$ cat src/rtl/qcl_differentiator_pkg.sv
`default_nettype none
// +--------------------------------------------------------------------------+
// | qcl_differentiator_pkg: shared types and helpers for qcl_differentiator  |
// | Rev 1.0                                                                  |
// +--------------------------------------------------------------------------+
package qcl_differentiator_pkg;

  typedef enum logic [0:0] {
    e_diff_empty  = 1'b0,
    e_diff_primed = 1'b1
  } diff_state_e;

  // Signed overflow of a - b: operands of opposite sign and the result sign flipped away from a.
  function automatic logic sub_overflow(input logic a_msb, input logic b_msb, input logic d_msb);
    return (a_msb ^ b_msb) & (d_msb ^ a_msb);
  endfunction

endpackage
`default_nettype wire

$ cat src/rtl/qcl_add_sub.sv
`default_nettype none
// +--------------------------------------------------------------------------+
// | qcl_add_sub: width-generic adder/subtractor with optional output pipe    |
// | Rev 1.0                                                                  |
// +--------------------------------------------------------------------------+
module qcl_add_sub #(
  parameter int width_p          = 8,
  parameter int is_add_not_sub_p = 1,
  parameter int latency_p        = 0,
  parameter int harden_p         = 0
) (
  input  logic               clk_i,
  input  logic               reset_ni,
  input  logic [width_p-1:0] a_i,
  input  logic [width_p-1:0] b_i,
  output logic [width_p-1:0] o
);

  logic [width_p-1:0] w_result;
  logic               unused_harden;

  assign w_result      = (is_add_not_sub_p != 0) ? (a_i + b_i) : (a_i - b_i);
  // Hardening selects a vendor macro on ASIC flows; the generic build is plain logic.
  assign unused_harden = ^harden_p;

  if (latency_p == 0) begin : g_comb
    logic unused_clk;
    assign unused_clk = clk_i ^ reset_ni;
    assign o = w_result;
  end else begin : g_pipe
    logic [width_p-1:0] r_pipe [latency_p];
    always_ff @(posedge clk_i or negedge reset_ni) begin
      if (!reset_ni) begin
        for (int i = 0; i < latency_p; i++) r_pipe[i] <= '0;
      end else begin
        r_pipe[0] <= w_result;
        for (int i = 1; i < latency_p; i++) r_pipe[i] <= r_pipe[i-1];
      end
    end
    assign o = r_pipe[latency_p-1];
  end

endmodule
`default_nettype wire

$ cat src/rtl/qcl_differentiator.sv
`default_nettype none
// +--------------------------------------------------------------------------+
// | qcl_differentiator: streaming first difference, inverse of the running   |
// | sum accumulator. QCL_DIFFERENTIATOR_OVF_EN adds a signed overflow flag.  |
// | Rev 1.0                                                                  |
// +--------------------------------------------------------------------------+
module qcl_differentiator
  import qcl_differentiator_pkg::*;
#(
  parameter int width_p  = 8,
  parameter int harden_p = 0
) (
  input  logic               clk_i,
  input  logic               reset_ni,
  input  logic               clear_i,
  input  logic               v_i,
  input  logic [width_p-1:0] data_i,
  output logic               ready_o,
  output logic               v_o,
  output logic [width_p-1:0] diff_o,
  output logic               first_o,
`ifdef QCL_DIFFERENTIATOR_OVF_EN
  output logic               ovf_o,
`endif
  input  logic               yumi_i
);

  diff_state_e        r_state, w_state_next;
  logic [width_p-1:0] r_prev;
  logic [width_p-1:0] w_prev_used;
  logic [width_p-1:0] w_diff;
  logic               w_accept;
  logic               w_first;

  assign ready_o  = ~v_o | yumi_i;
  assign w_accept = v_i & ready_o;

  // A clear in the same cycle as an accept restarts the stream at that very sample.
  assign w_prev_used = clear_i ? '0 : r_prev;
  assign w_first     = clear_i | (r_state == e_diff_empty);

  qcl_add_sub #(
    .width_p         (width_p),
    .is_add_not_sub_p(0),
    .latency_p       (0),
    .harden_p        (harden_p)
  ) u_sub (
    .clk_i   (clk_i),
    .reset_ni(reset_ni),
    .a_i     (data_i),
    .b_i     (w_prev_used),
    .o       (w_diff)
  );

  always_ff @(posedge clk_i or negedge reset_ni) begin
    if (!reset_ni) r_state <= e_diff_empty;
    else           r_state <= w_state_next;
  end

  always_comb begin
    w_state_next = r_state;
    if (w_accept)     w_state_next = e_diff_primed;
    else if (clear_i) w_state_next = e_diff_empty;
  end

  always_ff @(posedge clk_i or negedge reset_ni) begin
    if (!reset_ni) begin
      r_prev  <= '0;
      v_o     <= 1'b0;
      diff_o  <= '0;
      first_o <= 1'b0;
    end else if (w_accept) begin
      r_prev  <= data_i;
      v_o     <= 1'b1;
      diff_o  <= w_diff;
      first_o <= w_first;
    end else begin
      if (yumi_i)  v_o    <= 1'b0;
      if (clear_i) r_prev <= '0;
    end
  end

`ifdef QCL_DIFFERENTIATOR_OVF_EN
  logic w_ovf;
  assign w_ovf = sub_overflow(data_i[width_p-1], w_prev_used[width_p-1], w_diff[width_p-1]);

  always_ff @(posedge clk_i or negedge reset_ni) begin
    if (!reset_ni)     ovf_o <= 1'b0;
    else if (w_accept) ovf_o <= w_ovf;
  end
`endif

endmodule
`default_nettype wire

$ cat config.mk
export PLATFORM = sky130hd
export DESIGN_NAME = qcl_differentiator
export DESIGN_NICKNAME = d
export VERILOG_FILES = /design/src/rtl/qcl_differentiator_pkg.sv /design/src/rtl/qcl_add_sub.sv /design/src/rtl/qcl_differentiator.sv
export SDC_FILE = /design/constraint.sdc
export NUM_CORES = 1
export LEC_CHECK = 0
export ABC_CLOCK_PERIOD_IN_PS = 1610
export BUFFER_PORTS_ARGS = -buffer_cell sky130_fd_sc_hd__buf_2
export CORE_MARGIN = 3
export CORE_UTILIZATION = 47
export CTS_CLUSTER_DIAMETER = 60
export CTS_CLUSTER_SIZE = 8
export DETAILED_ROUTE_END_ITERATION = 16
export PLACE_DENSITY = 0.74
export SLEW_MARGIN = 20
export SYNTH_ARGS = -nofsm -noshare
export SYNTH_HDL_FRONTEND = slang
export SYNTH_SLANG_ARGS = --single-unit
$ cat constraint.sdc
create_clock -name clk_i -period 1.61 [get_ports clk_i]
set_input_delay 0 -clock clk_i [delete_from_list [all_inputs] [get_ports clk_i]]
set_output_delay 0 -clock clk_i [all_outputs]
set_load 0.03 [all_outputs]
==> summary.txt <==
Pwr
  – Maximum vdd drop: 0.648 mV
  – P_int: 844 uW
  – Sequential Power Share: 44.1%
  – Combinational power share: 37.8%
  – Clock power frac: 18.1%
  – Power Dens Cells: 871 nW/um^2
  – Sw power: 448 uW
  – Leak: 0.000669 uW
  – Fraction of power spent switching nets: 34.7%

Timing
  – # setup viols final: 2
  – Post-layout worst setup margin: -0.154 ns
  – Max Slew Vio Count: 0
  – Total negative slack: -0.243 ns
  – Final Hold Violating Endpoints: 0
  – Period utilisation layout: 110%
  – Worst-case clock skew: 0.00936 ns
  – Tmin final: 1.76 ns
  – Worst Max-Slew Pin Slew: 0.415 ns
  – RSZ-0062 raised after global routing: yes
  – Slew HR: 72.3%
  – Highest clock rate: 567 MHz

Placed design
  – Final RePlAce weighted congestion: 0.714
  – Port-buffer cells: 23
  – Dpl ws: -0.199 ns
  – Hpwl dp: 1540 um

Finish
  – Final net count: 172
  – Layout cells sized above 1: 39.3%
  – P&R area growth vs syn: 44.5%
  – Footprint of the multi-input gates: 632 sq um
  – Diodes inserted: 0
  – Fill count: 143
  – FF+latch area: 475 sq um

Drt
  – DRC: 0
  – Final wirelength: 2300 um
  – Post-route ant nets: 0
  – DRT Pass-1 Iters: 4
  – Vias/cell: 4.96
  – Starting DRT DRC Count: 16
  – Wl on met1: 1020 um
  – Vias: 878
  – Met3 wire len: 130 um
  – Top Metal Used: met4
  – Met2 wire len: 1100 um
  – WL/cell: 13.0 um

Synth
  – Number of synthesized flops with an enable pin: 0
  – Synth warnings: 0
  – Synth top area cells: dfrtp_1, nand2_1, ha_1, o21ai_0, xnor2_1
  – Synth Register Bits: 19
  – Synth Area per Inst: 9.77 sq um
  – Cell Area, Synth: 1030 sq um
  – Synthesized instance count: 105
  – Top-area cell type share of the netlist area: 46.3%
  – Post-synthesis async set-or-reset flop share: 100%
  – Cell taking the most area after synthesis: dfrtp_1
  – Number of library cell types mapped by synthesis: 30
  – Seq/Total Area, Yosys: 46.3%
  – Synth Flop Type: dfrtp_1
  – Synthesized net count: 126

Floorplan
  – Die height: 52.7 um
  – IO Count: 24
  – Die X-Extent: 52.7 um
  – Row count: 16
  – Total core area: 2020 sq um
  – Initial Utilization: 50.7%
  – Die area: 2780 sq um

Run
  – Max cap viols: 0

Clocking
  – Clock Pin Slew Worst Setup and Hold Paths: 0.10 ns
  – Clk_lat worst skew: 0.29 ns
  – Clock sinks: 19
  – H-tree lvl count: 1
  – TritonCTS Buffers: 3
  – CTS max path bufs: 2
  – Clock root buffer: clkbuf_4
  – TritonCTS clock tree: yes

Setup path
  – CP startpoint kind: register
  – Worst EP required: 1.79 ns
  – Crit. Startpoint: r_prev[0]
  – CP max stage delay: 0.34 ns
  – Worst reg2reg startpoint: r_prev[0]
  – Endpoint class of the critical path: register
  – CP cell instances: nor2b_4, ha_4, inv_2, fa_2, a21oi_2, o21ai_2, a21oi_2, xor2_1, o21ai_1
  – Top delay family on crit path: compound AO/OA/AOI/OAI gates
  – CP most frequent cell: a21oi_2
  – Kind of critical path: register to register
  – Arr. time, crit path: 1.94 ns
  – Crit path max-delay cell type: dfrtp_1
  – Crit path buf inv count: 1
  – Max Fanout on Critical Path: 2

Hold path
  – Hold Path Class: primary input to register
  – Min-delay src: clear_i

Global route
  – GRT Total Usage: 18.4%
  – First-pass GRT wire length: 3730 um
  – Grt ovf: 0
  – Largest net degree at the start of global routing: 20
  – Number of global-route vias before repair: 887
  – Initial antenna violation count: 0

Outcome
  – Failing checks: setup timing
  – Status: finished, violations left
-- timing repair --
| action | CTS | global route |
|---|---|---|
| pin swaps | 3 | 8 |
| buffers inserted | 1 | 0 |
| endpoints found under the setup margin | 3 | 5 |
| hold buffers | 11 | 0 |
| resized for setup | 8 | 9 |
| hold endpoints to repair | 28 | 0 |
| cloned | 0 | 0 |
-- state kept, by name, indices dropped and copies added (netlist names) --
register and count:
r_state 1, r_prev 8, v_o 1, diff_o 8
first_o 1
-- Yosys cell counts (2+ instances only) --
master / number
o21ai_1: 5
o21ai_0: 8
o21a_1: 2
o21bai_1: 2
buf_2: 3
nand2_1: 27
ha_1: 7
xnor2_1: 4
nor2_1: 2
dfrtp_1: 19
a21oi_1: 2
a21oi_2: 2
nand2b_1: 3
inv_1: 3
-- placed cells by master (no fill, tap or decap), types with 2 or more instances in the layout --
| master | n |
|---|---|
| xnor2_1 | 4 |
| dfrtp_1 | 19 |
| o21ai_1 | 6 |
| buf_4 | 10 |
| o21ai_0 | 6 |
| o21ai_2 | 2 |
| a21oi_2 | 3 |
| nand2b_1 | 3 |
| o21a_1 | 2 |
| inv_1 | 2 |
| nor2_1 | 2 |
| o21bai_1 | 2 |
| nand2_1 | 24 |
| ha_4 | 6 |
| dlygate4sd3_1 | 11 |
| nand2_2 | 3 |
| buf_2 | 23 |
| clkbuf_4 | 3 |
-- per-layer routing --
layer / up-vias / track usage (%)
met5: - / 0
met4: 0 / 5.11
met3: 6 / 6.27
met2: 31 / 31.0
met1: 396 / 22.1
li1: 445 / -
-- worst register-to-register path, delay by kind of cell (launching register included) --
family / cells / cell delay, ns
adder cells (fa/ha/maj): 2 / 0.48
AND/OR/NAND/NOR: 1 / 0.16
flip-flops: 1 / 0.34
XOR/XNOR: 1 / 0.15
buffers and inverters: 1 / 0.03
AO/OA/AOI/OAI: 4 / 0.49
-- layout make-up --
| cell class | count | share of cell area [%] |
|---|---|---|
| multi-input cells | 79 | 42.6 |
| inverters | 4 | 1.01 |
| clock buffers | 4 | 1.77 |
| well taps | 27 | 2.28 |
| repair buffers | 44 | 20.3 |
| flip-flops and latches | 19 | 32.1 |
-- power by group through the flow --
stage	Combinational (uW)	Clock, uW	Sequential [uW]
3_5_place_dp	413	0	579
3_3_place_gp	402	0	575
5_1_grt	532	262	576
6_report	488	234	570
2_1_floorplan	185	0	670
4_1_cts	449	238	569
-- final timing paths --
check / to / slack [ns] / cells after the start
max in group asynchronous: diff_o[7] / 1.16 / 2
worst max-delay path: diff_o[6] / -0.15 / 9
worst max register to register: diff_o[6] / -0.15 / 9
worst min register to register: first_o / 0.48 / 1
worst min-delay path: r_prev[0] / 0.13 / 3
min in group asynchronous: r_prev[0] / 0.15 / 2
-- stage by stage --
stage	cells	hold slack, ns	cell area, sq um	total power [uW]	utilization, %
after global routing	177	0.141	1480	1370	73.3
after floorplan	105	-0.296	1030	855	-
after CTS	177	0.134	1410	1260	69.9
after global placement	161	-0.0407	1240	977	61.1
after detailed placement	161	-0.0424	1240	991	61.1
final	177	0.132	1480	1290	73.3
-- cell families (layout without fill, tap and decap cells) --
logic type | Yosys count | after routing | share of synthesized area [%]
DFF | 19 | 19 | 46.3
and+or+nand+nor | 37 | 37 | 16.6
adders and majority gates | 8 | 8 | 10.5
xor gates and xnor gates | 5 | 5 | 4.27
buffers and inverters | 7 | 52 | 2.93
AOI/OAI and AO/OA | 28 | 28 | 18.3
muxes | 1 | 1 | 1.10
(Power assumes the default switching activity.)
